## src/rtl/pipelined_shifter.sv

```systemverilog
// Pipelined barrel shifter (SLL/SRL/SRA/ROR) with valid/ready flow control and tag pass-through.
// The log2(WIDTH) shift levels are spread over PIPE_DEPTH register stages; the last stage drives the outputs.
module pipelined_shifter #(
  parameter int WIDTH      = 32,
  parameter int SHAMT_W    = 5,
  parameter int PIPE_DEPTH = 2,
  parameter int TAG_W      = 4
) (
  input  logic               Clk,
  input  logic               Rst_n,
  input  logic               InValid,
  output logic               InReady,
  input  logic [WIDTH-1:0]   Din,
  input  logic [SHAMT_W-1:0] Num,
  input  logic [1:0]         Op,
  input  logic [TAG_W-1:0]   InTag,
  input  logic               Flush,
  output logic               OutValid,
  input  logic               OutReady,
  output logic [WIDTH-1:0]   Dout,
  output logic [TAG_W-1:0]   OutTag,
  output logic               Zero
);

  localparam int LAST = PIPE_DEPTH - 1;

  localparam logic [1:0] OP_SLL = 2'b00;
  localparam logic [1:0] OP_SRL = 2'b01;
  localparam logic [1:0] OP_SRA = 2'b10;
  localparam logic [1:0] OP_ROR = 2'b11;

  function automatic int level_stage(input int lvl);
    return (lvl * PIPE_DEPTH) / SHAMT_W;
  endfunction

  // One barrel level; amt is always a power of two no larger than WIDTH/2.
  function automatic logic [WIDTH-1:0] shift_level(input logic [WIDTH-1:0] d,
                                                   input int               amt,
                                                   input logic [1:0]       op,
                                                   input logic             sgn);
    logic [WIDTH-1:0] fill;
    fill = sgn ? ~({WIDTH{1'b1}} >> amt) : {WIDTH{1'b0}};
    case (op)
      OP_SLL:  shift_level = d << amt;
      OP_SRL:  shift_level = d >> amt;
      OP_SRA:  shift_level = (d >> amt) | fill;
      OP_ROR:  shift_level = (d >> amt) | (d << (WIDTH - amt));
      default: shift_level = d;
    endcase
  endfunction

  logic [PIPE_DEPTH-1:0] valid_q;
  logic [PIPE_DEPTH-1:0] sign_q;
  logic [WIDTH-1:0]      data_q [PIPE_DEPTH];
  logic [SHAMT_W-1:0]    num_q  [PIPE_DEPTH];
  logic [1:0]            op_q   [PIPE_DEPTH];
  logic [TAG_W-1:0]      tag_q  [PIPE_DEPTH];
  logic                  zero_q;

  logic [PIPE_DEPTH-1:0] adv_s;
  logic [PIPE_DEPTH-1:0] in_valid_s;
  logic [PIPE_DEPTH-1:0] in_sign_s;
  logic [WIDTH-1:0]      in_data_s   [PIPE_DEPTH];
  logic [SHAMT_W-1:0]    in_num_s    [PIPE_DEPTH];
  logic [1:0]            in_op_s     [PIPE_DEPTH];
  logic [TAG_W-1:0]      in_tag_s    [PIPE_DEPTH];
  logic [WIDTH-1:0]      stage_out_s [PIPE_DEPTH];

  // A stage advances when it or any later stage is empty, or the consumer takes the result.
  always_comb begin
    adv_s = {PIPE_DEPTH{1'b0}};
    for (int k = 0; k < PIPE_DEPTH; k++) begin
      logic any_empty;
      any_empty = 1'b0;
      for (int j = k; j < PIPE_DEPTH; j++) begin
        any_empty = any_empty | ~valid_q[j];
      end
      adv_s[k] = any_empty | OutReady;
    end
  end

  assign InReady = adv_s[0] & ~Flush;

  // Stage operands: stage 0 from the ports, later stages from the preceding register.
  always_comb begin
    in_valid_s   = {PIPE_DEPTH{1'b0}};
    in_sign_s    = {PIPE_DEPTH{1'b0}};
    in_valid_s[0] = InValid & InReady;
    in_sign_s[0]  = Din[WIDTH-1];
    in_data_s[0]  = Din;
    in_num_s[0]   = Num;
    in_op_s[0]    = Op;
    in_tag_s[0]   = InTag;
    for (int k = 1; k < PIPE_DEPTH; k++) begin
      in_valid_s[k] = valid_q[k-1];
      in_sign_s[k]  = sign_q[k-1];
      in_data_s[k]  = data_q[k-1];
      in_num_s[k]   = num_q[k-1];
      in_op_s[k]    = op_q[k-1];
      in_tag_s[k]   = tag_q[k-1];
    end
  end

  // Apply the shift levels owned by each stage.
  always_comb begin
    for (int k = 0; k < PIPE_DEPTH; k++) begin
      stage_out_s[k] = in_data_s[k];
      for (int l = 0; l < SHAMT_W; l++) begin
        if ((level_stage(l) == k) && in_num_s[k][l]) begin
          stage_out_s[k] = shift_level(stage_out_s[k], 1 << l, in_op_s[k], in_sign_s[k]);
        end else begin
          stage_out_s[k] = stage_out_s[k];
        end
      end
    end
  end

  // Pipeline registers; data only loads with a valid operation so stalled outputs hold.
  always_ff @(posedge Clk or negedge Rst_n) begin
    if (!Rst_n) begin
      valid_q <= {PIPE_DEPTH{1'b0}};
      sign_q  <= {PIPE_DEPTH{1'b0}};
      zero_q  <= 1'b0;
      for (int k = 0; k < PIPE_DEPTH; k++) begin
        data_q[k] <= {WIDTH{1'b0}};
        num_q[k]  <= {SHAMT_W{1'b0}};
        op_q[k]   <= 2'b00;
        tag_q[k]  <= {TAG_W{1'b0}};
      end
    end else begin
      for (int k = 0; k < PIPE_DEPTH; k++) begin
        if (Flush) begin
          valid_q[k] <= 1'b0;
        end else if (adv_s[k]) begin
          valid_q[k] <= in_valid_s[k];
        end
        if (adv_s[k] && in_valid_s[k]) begin
          data_q[k] <= stage_out_s[k];
          num_q[k]  <= in_num_s[k];
          op_q[k]   <= in_op_s[k];
          tag_q[k]  <= in_tag_s[k];
          sign_q[k] <= in_sign_s[k];
        end
      end
      if (adv_s[LAST] && in_valid_s[LAST]) begin
        zero_q <= (stage_out_s[LAST] == {WIDTH{1'b0}});
      end
    end
  end

  assign OutValid = valid_q[LAST];
  assign Dout     = data_q[LAST];
  assign OutTag   = tag_q[LAST];
  assign Zero     = zero_q;

endmodule

```

## config.mk

```make
export PLATFORM = sky130hd
export DESIGN_NAME = pipelined_shifter
export DESIGN_NICKNAME = d
export VERILOG_FILES = /design/src/rtl/pipelined_shifter.sv
export SDC_FILE = /design/constraint.sdc
export NUM_CORES = 1
export LEC_CHECK = 0
export CORE_AREA = 8 8 124 172
export CTS_CLUSTER_SIZE = 10
export DETAILED_ROUTE_END_ITERATION = 10
export DIE_AREA = 0 0 132 180
export SKIP_CTS_REPAIR_TIMING = 1
export SKIP_LAST_GASP = 1
export SYNTH_ARGS = -nofsm -noshare
export SYNTH_HDL_FRONTEND = slang
export SYNTH_SLANG_ARGS = --single-unit
export TNS_END_PERCENT = 20
```

## constraint.sdc

```tcl
create_clock -name Clk -period 4 [get_ports Clk]
set_input_delay 0.4 -clock Clk [delete_from_list [all_inputs] [get_ports Clk]]
set_output_delay 0.4 -clock Clk [all_outputs]
set_load 0.03 [all_outputs]
```

**Yosys cells after proc, flatten, opt, wreduce, memory -nomap -nowiden**

Cells that the tools add are included.

- Memory bits (read-only): 0
- Memories: 0
- Register bits after elaboration: 83
- Memory bits (writable): 0
- Input bits: 48
- Output and inout bits: 39
- Bits in latches: 0

- Equal/unequal tests: 6
- Magnitude comparators: 0
- Muxes and demuxes: 19
- Multipliers: 0
- Div/mod/pow operators: 0
- Shift operators: 0
- Bitwise logic cells: 18
- Add/subtract/negate cells: 0
- Reduce and logical (&&, ||, !) cells: 7

Operator list:

| operator | number |
|---|---|
| 32-bit one-hot mux with 4 select lines | 5 |
| 32-bit two-way mux | 10 |
| 16-bit by 32-bit bitwise OR with 32-bit output | 2 |
| 24-bit by 32-bit bitwise OR with 32-bit output | 2 |
| 28-bit by 32-bit bitwise OR with 32-bit output | 2 |
| 30-bit by 32-bit bitwise OR with 32-bit output | 2 |
| 31-bit by 32-bit bitwise OR with 32-bit output | 2 |
| 32-bit zero test | 1 |
| 2-bit == test, second input constant | 4 |
| 2-bit by 1-bit == test with 1-bit output, second input constant | 2 |
| 2-bit zero test | 2 |
| 1-bit two-way mux | 4 |
| 2-bit nonzero test | 2 |
| 1-bit inverter | 3 |
| 1-bit bitwise OR | 3 |
| 1-bit bitwise AND | 2 |
| 1-bit logical AND | 2 |

**Logic depth before layout (Yosys ltp)**

- Word-level depth: 10
- Depth in mapped cells: 10

**Worst setup path after synthesis**

Ideal clock, no wire load.

- Path type: flip-flop to flip-flop
- Start point: reg valid_q[1]
- End point: reg data_q[44] (netlist bit)
- Arrival: 2189 ps
- Path buffers: 2
- Library setup time: 121 ps
- Slack: 1690 ps
- Period minus slack after synthesis: 2310 ps
- Cell stages (with the launch flop): 8
- Cell sequence: dfrtp_1 nor2b_1 a21oi_1 and2_1 clkbuf_1 clkbuf_1 o21ai_0 o22a_1

- Word-level cells in the longest chain between the ends: 6

RTL lines:

| element | line | RTL |
|---|---|---|
| start, declared | 52 | `logic [PIPE_DEPTH-1:0] valid_q;` |
| start signal, assigned | 121 | `valid_q <= {PIPE_DEPTH{1'b0}};` |
| start signal, assigned by index | 135 | `valid_q[k] <= in_valid_s[k];` |
| 1-bit inverter | 76 | `any_empty = any_empty \| ~valid_q[j];` |
| 1-bit bitwise OR | 76 |  |
| 1-bit bitwise OR | 78 | `adv_s[k] = any_empty \| OutReady;` |
| 1-bit bitwise AND | 82 | `assign InReady = adv_s[0] & ~Flush;` |
| net InReady | 12 | `output logic InReady,` |
| 1-bit bitwise AND | 88 | `in_valid_s[0] = InValid & InReady;` |
| 1-bit logical AND | 137 | `if (adv_s[k] && in_valid_s[k]) begin` |
| end signal, assigned by index | 125 | `data_q[k] <= {WIDTH{1'b0}};` |
| end signal, assigned by index | 138 | `data_q[k] <= stage_out_s[k];` |
| end, declared | 54 | `logic [WIDTH-1:0] data_q [PIPE_DEPTH];` |

The timed path passes the listed nets, and every way through them passes these cells.
A chain may end at the register's enable or synchronous reset.

**Final worst setup path**

- Start point: reg op_q, in the netlist in_op_s[0]
- End point: reg zero_q (netlist: Zero)

- Word-level cells in the longest chain between the ends: 7

RTL lines:

| element | line | RTL |
|---|---|---|
| start, declared | 56 | `logic [1:0] op_q [PIPE_DEPTH];` |
| start signal, assigned by index | 140 | `op_q[k] <= in_op_s[k];` |
| 2-bit == test, or another cell as far along | 43 | `case (op)` |
| 32-bit one-hot mux with 4 select lines | 43 |  |
| 32-bit two-way mux | 109 | `if ((level_stage(l) == k) && in_num_s[k][l]) begin` |
| 16-bit by 32-bit bitwise OR with 32-bit output (on tied branches) | 47, 46 |  |
| 32-bit one-hot mux with 4 select lines | 43 |  |
| 32-bit two-way mux * | 109 |  |
| 32-bit zero test * | 146 | `zero_q <= (stage_out_s[LAST] == {WIDTH{1'b0}});` |
| end signal, assigned | 146 |  |
| end, declared | 58 | `logic zero_q;` |

Every way passes the cells marked *; elsewhere a longest branch is shown, timed or not.

==> results_dict.tcl <==
set metrics [dict create \
    status "finished clean" \
    ys_seq_elements 80 \
    fin_util_pct 43.1 \
    startpoint_type "flip-flop" \
    whs_ns 0.0587 \
    grt_pass1_vias 6907 \
    rsz0062_at_grt "false" \
    nFillCells 1943 \
    design.die.area_um2 23800 \
    worstPathRequired_ns 4.24 \
    fin_crit_ns 3.27 \
    ant_nets 0 \
    gp_routability_congestion 0.959 \
    end_kind "flip-flop" \
    clk_root_buffer_cell "clkbuf_16" \
    io_pins 87 \
    grt_pass1_wl_um 38700 \
    vias 7026 \
    path_clk_slew_ns 0.06 \
    synthXorXnorAreaFrac_pct 0.228 \
    path_max_fanout 36 \
    finalSetupTns_ns 0 \
    clk_latency_ns 0.34 \
    worstSetupPathType "reg -> reg" \
    leakage_nw 3.15 \
    synthMuxAreaShare_pct 10.5 \
    portBuffers 86 \
    final_cell_mix "nand2_1 (127), o21ai_0 (92), clkdlybuf4s50_1 (83), dfrtp_1 (79), nor2_1 (79)" \
    stdcell_area_um2 8130 \
    powerDensity_nw_per_um2 431 \
    cts_tree "built" \
    worst_pin_slew_ns 0.970 \
    hp-class "in -> async" \
    cts.path.max_buffers 2 \
    die_y_um 180 \
    htreeDepth 3 \
    final_common_cell "nand2_1" \
    yosys.area_share.simple_pct 19.5 \
    async_flop_share_pct 100 \
    avgSynthCellArea_um2 7.87 \
    initial_core_util_pct 37.9 \
    synthAdderAreaFrac_pct 0 \
    grt.overflow.total 0 \
    synth_warnings 0 \
    area_growth_pct 13.8 \
    dr.pass1.iters 6 \
    die_width_um 132 \
    nNetsFinal 953 \
    synth_top_flop_cell "dfrtp_1" \
    synth_cells 907 \
    fin_crit_sh_pct 81.7 \
    final-setup-viol-count 0 \
    cts_buffers 9 \
    cp.arrival_ns 3.51 \
    slew_viol_final 0 \
    ir_drop_mv 0.220 \
    syn-cell-area_um2 7140 \
    drive_above_1_share_pct 12.6 \
    core-area_um2 18800 \
    wl_per_cell_um 21.0 \
    hold_viol_final 0 \
    fmax_mhz 306 \
    postPlaceCellArea_um2 7830 \
    synth_nets 955 \
    drt-initial-drc-count 629 \
    viasPerCell 6.07 \
    yosysSeqAreaShare_pct 28.0 \
    grt_max_degree 54 \
    wl_um 24300 \
    synth_compound_area_share_pct 31.7 \
    fp-row-count 60 \
    antenna_cells 0 \
    track_usage_pct 20.0 \
    relSlewSlack_pct 35.1 \
    maxCapViolations 0 \
    synth_edf_count 0 \
    route.detailed.drc 0 \
    synth.distinct_cells 71 \
    finClkSkew_ns 0.00713 \
    synth_top_family_by_area "compound AO/OA/AOI/OAI gates" \
    hpwl_um 18200 \
    antenna_found_initial 0 \
    cts.sinks 80 \
]
Yosys cell counts (6+ instances only):
cell | count | share of area (%)
nand2_1 | 127 | 6.7
o21ai_0 | 92 | 6.4
dfrtp_1 | 80 | 28
nor2_1 | 80 | 4.2
a21oi_1 | 62 | 4.3
clkbuf_1 | 58 | 3.0
buf_4 | 35 | 3.7
a311oi_1 | 27 | 3.3
a31oi_1 | 24 | 2.1
or3b_2 | 24 | 2.9
buf_2 | 19 | 1.3
mux2i_1 | 19 | 2.7
mux4_2 | 17 | 5.4
o22ai_1 | 17 | 1.5
mux2_2 | 16 | 2.5
a211oi_1 | 15 | 1.6
inv_1 | 14 | 0.74
o211ai_1 | 12 | 1.3
a21o_1 | 11 | 1.2
nor2b_1 | 11 | 0.96
nor3_1 | 11 | 0.77
o32ai_1 | 10 | 1.2
nand2b_1 | 9 | 0.79
nand3_1 | 8 | 0.56
o221ai_1 | 7 | 0.86
a211o_1 | 6 | 0.74
a311o_1 | 6 | 0.84
o21a_1 | 6 | 0.63
cell type report:
type	count	area, um2	share of cell area, %
timing repair buffer	109	1020	12.6
tap	248	310	3.82
inverter	15	56.3	0.693
clock buffer	11	243	2.99
multi-input combinational	690	4430	54.5
sequential	80	2000	24.6
clock inverter	5	62.6	0.769
sequential cells by signal, summed over array words and instances (netlist names):
name and flops:
OutTag 4, Zero 1, sign_q 1, data_q 32, in_op_s 2, Dout 32, valid_q 2, in_num_s 2
in_tag_s 4
power breakdown:
part	internal [mW]	leakage [nW]	switching, mW	total (mW)
Clock	0.505	0.143	0.347	0.852
Combinational	0.596	2.03	0.911	1.51
Sequential	0.977	0.978	0.171	1.15
final timing paths:
check	cells after the start	from	to	slack, ns
worst max-delay path	7	in_op_s[0]$_DFFE_PN0P_	Zero$_DFFE_PN0P_	0.73
worst min-delay path	1	Rst_n	in_num_s[3]$_DFFE_PN0P_	0.06
worst max register to register	7	in_op_s[0]$_DFFE_PN0P_	Zero$_DFFE_PN0P_	0.73
worst min register to register	2	in_tag_s[3]$_DFFE_PN0P_	in_tag_s[3]$_DFFE_PN0P_	0.47
max in group asynchronous	2	Rst_n	data_q[54]$_DFFE_PN0P_	3.09
min in group Clk	2	in_tag_s[3]$_DFFE_PN0P_	in_tag_s[3]$_DFFE_PN0P_	0.47
critical path, cell delays in order (launching register included):
cell,delay (ns)
dfrtp_1,0.37
buf_4,0.27
nor2_1,0.79
nor3_1,0.26
a221oi_1,0.45
o2111ai_1,0.18
or4_1,0.49
o41ai_2,0.35
through the flow:
step	std cells	setup WS [ns]	power, mW
3_5_place_dp	1142	0.863	2.66
3_3_place_gp	1142	0.868	2.65
2_1_floorplan	907	1.69	2.22
5_1_grt	1158	0.619	3.70
4_1_cts	1158	0.803	3.52
6_report	1158	0.731	3.51
routing by layer:
layer  vias to the layer above  global-route usage, %  share of wire, %
li1                       3331                      -                 -
met1                      3347                   24.0                40
met2                       280                   33.6                50
met3                        68                   2.85               4.9
met4                         0                   11.3               5.1
met5                         -                      0                 0
cells by family after synthesis:
group | Yosys count
AO/OA/AOI/OAI | 340
XOR/XNOR | 1
buffers and inverters | 137
flip-flops | 80
multiplexers | 52
AND/OR/NAND/NOR | 297
No activity file was read; power rests on OpenSTA's default activity.
